===== config.mk =====
export PLATFORM = sky130hd
export DESIGN_NAME = menu_screen_mux_flat
export DESIGN_NICKNAME = d
export VERILOG_FILES = /design/src/rtl/menu_screen_mux_if.sv /design/src/rtl/menu_screen_mux.sv /design/src/flat_wrapper.sv
export SDC_FILE = /design/constraint.sdc
export NUM_CORES = 1
export LEC_CHECK = 0
export BUFFER_PORTS_ARGS = -buffer_cell sky130_fd_sc_hd__buf_2
export CAP_MARGIN = 20
export CORE_AREA = 2 2 59 56
export DETAILED_ROUTE_END_ITERATION = 10
export DIE_AREA = 0 0 61 58
export HOLD_SLACK_MARGIN = 0.05
export PLACE_DENSITY = 0.69
export RECOVER_POWER = 25
export SETUP_SLACK_MARGIN = 0.3
export SYNTH_ARGS = -nofsm -noshare
export SYNTH_HDL_FRONTEND = slang
export SYNTH_SLANG_ARGS = --single-unit

===== constraint.sdc =====
create_clock -name clk -period 3.66 [get_ports clk]
set_clock_uncertainty 0.05 [all_clocks]
set_input_delay 0.366 -clock clk [delete_from_list [all_inputs] [get_ports clk]]
set_output_delay 0.366 -clock clk [all_outputs]
set_load 0.03 [all_outputs]

===== src/rtl/menu_screen_mux_if.sv =====
// Bundle between the menu screen drawers, the screen-change controller and the video priority mux.
interface menu_screen_mux_if #(
    parameter int unsigned N_SCREENS = 4,
    parameter int unsigned SEL_W     = 2
) ();
    logic                   startOfFrame;
    logic                   sel_valid;
    logic [SEL_W-1:0]       sel_req;
    logic [N_SCREENS-1:0]   drawingRequestIn;
    logic [8*N_SCREENS-1:0] RGBIn;
    logic                   drawingRequestOut;
    logic [7:0]             RGBOut;
    logic [SEL_W-1:0]       active_sel;
    logic                   busy;

    modport master (
        output startOfFrame, sel_valid, sel_req, drawingRequestIn, RGBIn,
        input  drawingRequestOut, RGBOut, active_sel, busy
    );

    modport slave (
        input  startOfFrame, sel_valid, sel_req, drawingRequestIn, RGBIn,
        output drawingRequestOut, RGBOut, active_sel, busy
    );
endinterface


===== src/rtl/menu_screen_mux.sv =====
// Frame-synchronous N-way menu screen selector with an optional blank transition
// of programmable length and a one-cycle registered RGB/drawing-request pipeline.
module menu_screen_mux #(
    parameter int unsigned N_SCREENS    = 4,
    parameter int unsigned SEL_W        = 2,
    parameter int unsigned INIT_SEL     = 0,
    parameter int unsigned TRANS_FRAMES = 2,
    parameter logic [7:0]  BLANK_RGB    = 8'h00
) (
    input logic              clk,
    input logic              resetN,
    menu_screen_mux_if.slave bus
);
    localparam int unsigned CNT_W    = 4;
    localparam int unsigned CNT_LOAD = (TRANS_FRAMES > 0) ? TRANS_FRAMES - 1 : 0;

    typedef enum logic [1:0] {IDLE, WAIT_SOF, BLANK} state_t;

    state_t           state;
    logic [SEL_W-1:0] pending_sel;
    logic [CNT_W-1:0] frame_cnt;

    logic             req_ok_c;
    logic [SEL_W-1:0] next_pending_c;
    logic             sel_dr_c;
    logic [7:0]       sel_rgb_c;

    // Out-of-range indices are dropped; a request arriving on the commit cycle still wins.
    assign req_ok_c       = bus.sel_valid && (32'(bus.sel_req) < N_SCREENS);
    assign next_pending_c = req_ok_c ? bus.sel_req : pending_sel;

    // Channel select for the currently committed screen.
    always_comb begin
        sel_dr_c  = 1'b0;
        sel_rgb_c = 8'h00;
        for (int i = 0; i < int'(N_SCREENS); i++) begin
            if (bus.active_sel == SEL_W'(i)) begin
                sel_dr_c  = bus.drawingRequestIn[i];
                sel_rgb_c = bus.RGBIn[8*i +: 8];
            end
        end
    end

    always_ff @(posedge clk) begin
        if (!resetN) begin
            state                 <= IDLE;
            pending_sel           <= SEL_W'(INIT_SEL);
            frame_cnt             <= '0;
            bus.active_sel        <= SEL_W'(INIT_SEL);
            bus.busy              <= 1'b0;
            bus.drawingRequestOut <= 1'b0;
            bus.RGBOut            <= 8'h00;
        end else begin
            // Output pipeline follows the state held before this edge.
            if (state == BLANK) begin
                bus.drawingRequestOut <= 1'b1;
                bus.RGBOut            <= BLANK_RGB;
            end else begin
                bus.drawingRequestOut <= sel_dr_c;
                bus.RGBOut            <= sel_rgb_c;
            end

            case (state)
                IDLE: begin
                    // startOfFrame is deliberately not consumed here.
                    if (req_ok_c && (bus.sel_req != bus.active_sel)) begin
                        pending_sel <= bus.sel_req;
                        bus.busy    <= 1'b1;
                        state       <= WAIT_SOF;
                    end
                end
                WAIT_SOF: begin
                    pending_sel <= next_pending_c;
                    if (bus.startOfFrame) begin
                        if (TRANS_FRAMES == 0) begin
                            bus.active_sel <= next_pending_c;
                            bus.busy       <= 1'b0;
                            state          <= IDLE;
                        end else begin
                            frame_cnt <= CNT_W'(CNT_LOAD);
                            state     <= BLANK;
                        end
                    end
                end
                BLANK: begin
                    pending_sel <= next_pending_c;
                    if (bus.startOfFrame) begin
                        if (frame_cnt == '0) begin
                            bus.active_sel <= next_pending_c;
                            bus.busy       <= 1'b0;
                            state          <= IDLE;
                        end else begin
                            frame_cnt <= frame_cnt - CNT_W'(1);
                        end
                    end
                end
                default: state <= IDLE;
            endcase
        end
    end
endmodule

===== src/flat_wrapper.sv =====
// flat-port wrapper written by rule: the top's interface ports become plain ports
module menu_screen_mux_flat 
#(
    parameter int unsigned N_SCREENS    = 4,
    parameter int unsigned SEL_W        = 2,
    parameter int unsigned INIT_SEL     = 0,
    parameter int unsigned TRANS_FRAMES = 2,
    parameter logic [7:0]  BLANK_RGB    = 8'h00
)
  (clk, resetN, bus_startOfFrame, bus_sel_valid, bus_sel_req, bus_drawingRequestIn, bus_RGBIn, bus_drawingRequestOut, bus_RGBOut, bus_active_sel, bus_busy);
  menu_screen_mux_if #(.N_SCREENS(N_SCREENS), .SEL_W(SEL_W)) bus_i ();
  input logic clk;
  input logic resetN;
  input wire logic [$bits(bus_i.startOfFrame)-1:0] bus_startOfFrame;
  input wire logic [$bits(bus_i.sel_valid)-1:0] bus_sel_valid;
  input wire logic [$bits(bus_i.sel_req)-1:0] bus_sel_req;
  input wire logic [$bits(bus_i.drawingRequestIn)-1:0] bus_drawingRequestIn;
  input wire logic [$bits(bus_i.RGBIn)-1:0] bus_RGBIn;
  output wire logic [$bits(bus_i.drawingRequestOut)-1:0] bus_drawingRequestOut;
  output wire logic [$bits(bus_i.RGBOut)-1:0] bus_RGBOut;
  output wire logic [$bits(bus_i.active_sel)-1:0] bus_active_sel;
  output wire logic [$bits(bus_i.busy)-1:0] bus_busy;
  assign bus_i.startOfFrame = bus_startOfFrame;
  assign bus_i.sel_valid = bus_sel_valid;
  assign bus_i.sel_req = bus_sel_req;
  assign bus_i.drawingRequestIn = bus_drawingRequestIn;
  assign bus_i.RGBIn = bus_RGBIn;
  assign bus_drawingRequestOut = bus_i.drawingRequestOut;
  assign bus_RGBOut = bus_i.RGBOut;
  assign bus_active_sel = bus_i.active_sel;
  assign bus_busy = bus_i.busy;
  menu_screen_mux #(.N_SCREENS(N_SCREENS), .SEL_W(SEL_W), .INIT_SEL(INIT_SEL), .TRANS_FRAMES(TRANS_FRAMES), .BLANK_RGB(BLANK_RGB)) u_core (.clk(clk), .resetN(resetN), .bus(bus_i));
endmodule

==> flow_summary.yaml <==
cells_and_area:
  instances_no_fill: 200
  area_growth_pct: 28.1
  drive_gt1_share_pct: 39.2
  antennaDiodeCount: 0
  final_cell_area_um2: 1440
  final_nets: 206
placement:
  placed_cell_area_um2: 1410
  dp_cells: 196
  gp_congestion: 0.809
  place_ws_ns: 1.89
  hpwl_um: 2170
  io_buffers: 53
route:
  vias: 994
  drt_iter0_markers: 13
  vias_per_cell: 4.97
  wl_um: 2600
  ant_nets: 0
  drc: 0
  wire_per_inst_um: 13.0
  drt_pre_antenna_iters: 4
global_routing:
  first_global_vias: 1009
  grt.total_usage_pct: 16.9
  antenna_found_initial: 0
  grt_pass1_wl_um: 4480
  overflow: 0
  grt_max_degree: 15
timing:
  hold_viol: 0
  layout_min_cycle_time_ns: 1.80
  slew-limit-headroom_pct: 56.1
  fmax_ghz: 0.557
  min_period_over_period_pct: 49.1
  grt_setup_unrepaired: "no"
  fin_ws_ns: 1.86
  report.final.slew_viol_count: 0
  tns_ns: 0
  setup_viol: 0
  worstMarginPinSlew_ns: 0.658
power_and_ir_drop:
  pwr-share-seq_pct: 45.8
  clock_power_share_pct: 22.3
  switchingPower_uw: 185
  power_switching_share_pct: 32.4
  p_int_uw: 387
  share_comb_of_total_power_pct: 31.9
  p_leak_uw: 0.000661
  power_density_nw_per_um2: 398
  vdd_drop_max_mv: 0.206
worst_setup_path:
  critPathBufInv: 1
  crit_cells: 1
  cp_slowest_cell: "dfxtp_1"
  max_stage_delay_ns: 0.76
  endpoint_kind: "primary output"
  crit_fanout: 12
  cp.arrival_ns: 1.38
  worstPathRequired_ns: 3.24
  reg2regPathDepth: 4
  path_cells: "buf_2"
  crit_type: "flop to primary output"
  cpLargestDelayFamily: "flip-flops"
  start_kind: "flop"
logic_synthesis:
  synth_top_cell_by_area: "dfxtp_1"
  yosysSeqAreaShare_pct: 35.7
  synth_area_leaders: "dfxtp_1 (36%), mux4_2 (18%), ha_1 (5.6%)"
  synth_cells: 106
  async_reset_ff_share_pct: 0
  yosys_warnings: 0
  synth_edf_count: 0
  syn-num-nets: 153
  syn_area_um2: 1120
  synth_ff_type: "dfxtp_1"
  synth_cell_types: 30
  synth_top_area_share_pct: 35.7
  synth.avg_cell_area_um2: 10.6
  synth-seq-cells: 20
floorplanning:
  die_w_um: 61
  die-area_um2: 3540
  start_util_pct: 38.4
  die_y_um: 58
  fp.coreArea_um2: 2920
  ioPinCount: 54
  placementRows: 19
job:
  drv_cap: 0
clock_network:
  clk-insertion-delay-late_ns: 0.30
  cts_buffers: 3
  cts.clk_slew.worst_paths_ns: 0.11
  cts_max_path_buffers: 2
  cts_tree: "built"
  clock-sinks: 20
  cts-root-buf: "clkbuf_4"
  cts_resized: 0
  htreeDepth: 1
  post_cts_buffers: 0
  ctsHoldBuffers: 0
worst_hold_path:
  min_path_type: "primary input to flop"
  hold_depth: 2
run_status:
  status: "finished clean"
==> per-layer routing <==
layer | vias up | GRT usage [%] | share of wire, %
met5 | - | 0 | 0
met4 | 0 | 4.66 | 1.4
li1 | 493 | - | -
met2 | 29 | 28.4 | 50
met1 | 466 | 20.3 | 43
met3 | 6 | 6.03 | 5.7
==> cell usage after synthesis, types with 2 or more instances <==
library cell	instances
o21ai_0	2
a21o_1	2
nor2_1	10
clkbuf_1	2
buf_2	2
ha_1	5
xnor2_1	2
a21oi_1	4
and3_1	8
a211oi_1	4
nand2b_1	2
nand3_1	2
mux2i_1	6
inv_1	7
xor2_1	2
nand2_1	5
dfxtp_1	20
mux4_2	9
==> power groups by stage <==
| stage | Clock [uW] | Sequential [uW] | Combinational [uW] |
|---|---|---|---|
| detailed placement | 0 | 267 | 186 |
| CTS | 132 | 262 | 186 |
| floorplan | 0 | 288 | 109 |
| global placement | 0 | 265 | 182 |
| finish | 127 | 262 | 183 |
| global route | 143 | 265 | 201 |
==> cell type report <==
cell class,count,area (um2)
fill,286,1490
timing repair buffer,53,255
clock buffer,4,36.3
tap,42,52.6
multi-input combinational,74,667
sequential,20,400
inverter,7,26.3
==> path summary, 6_finish.rpt <==
path                            start           endpoint  slack [ns]
max          u_core.bus.active_sel[0]  bus_active_sel[0]        1.86
min                            resetN    u_core.state[0]        0.36
max reg2reg  u_core.bus.active_sel[0]    u_core.bus.busy        1.90
min reg2reg           u_core.state[1]    u_core.state[1]        0.44
==> through the flow <==
step           utilization, %  power (uW)  hold slack (ns)
6_report                 49.2         572            0.361
5_1_grt                  49.2         609            0.358
4_1_cts                  49.5         581            0.356
3_5_place_dp             48.3         453            0.425
3_3_place_gp             48.3         447            0.416
2_1_floorplan               -         396            0.401
==> state kept, by name (all words and copies together), names as in the netlist <==
register,count
u_core.bus.RGBOut,8
u_core.bus.active_sel,2
u_core.bus.busy,1
u_core.bus.drawingRequestOut,1
u_core.frame_cnt,4
u_core.pending_sel,2
u_core.state,2
==> placed cells by master, fill, tap and decap left out, types with 2 or more instances in the layout <==
cell type  instances
nor2_1            10
nand2_1            5
mux2i_1            6
inv_1              7
and3_1             8
mux4_2             9
nand3_1            2
a21o_1             2
nand2b_1           2
xnor2_1            2
dfxtp_1           20
clkbuf_4           3
buf_2             45
xor2_1             2
a21oi_1            4
ha_1               5
clkbuf_1           8
a211oi_1           4
o21ai_0            2
==> kinds of logic (layout without fill, tap and decap cells) <==
| family | count (synthesis) | count (layout) | share of synthesized area (%) |
|---|---|---|---|
| muxes | 15 | 15 | 23.4 |
| AOI/OAI and AO/OA | 20 | 20 | 12.8 |
| adders and majority gates | 5 | 5 | 5.57 |
| DFF | 20 | 20 | 35.7 |
| xor gates and xnor gates | 4 | 4 | 3.12 |
| buffers and inverters | 12 | 64 | 4.91 |
| and+or+nand+nor | 30 | 30 | 14.5 |
Power figures use the tool's default switching activity.
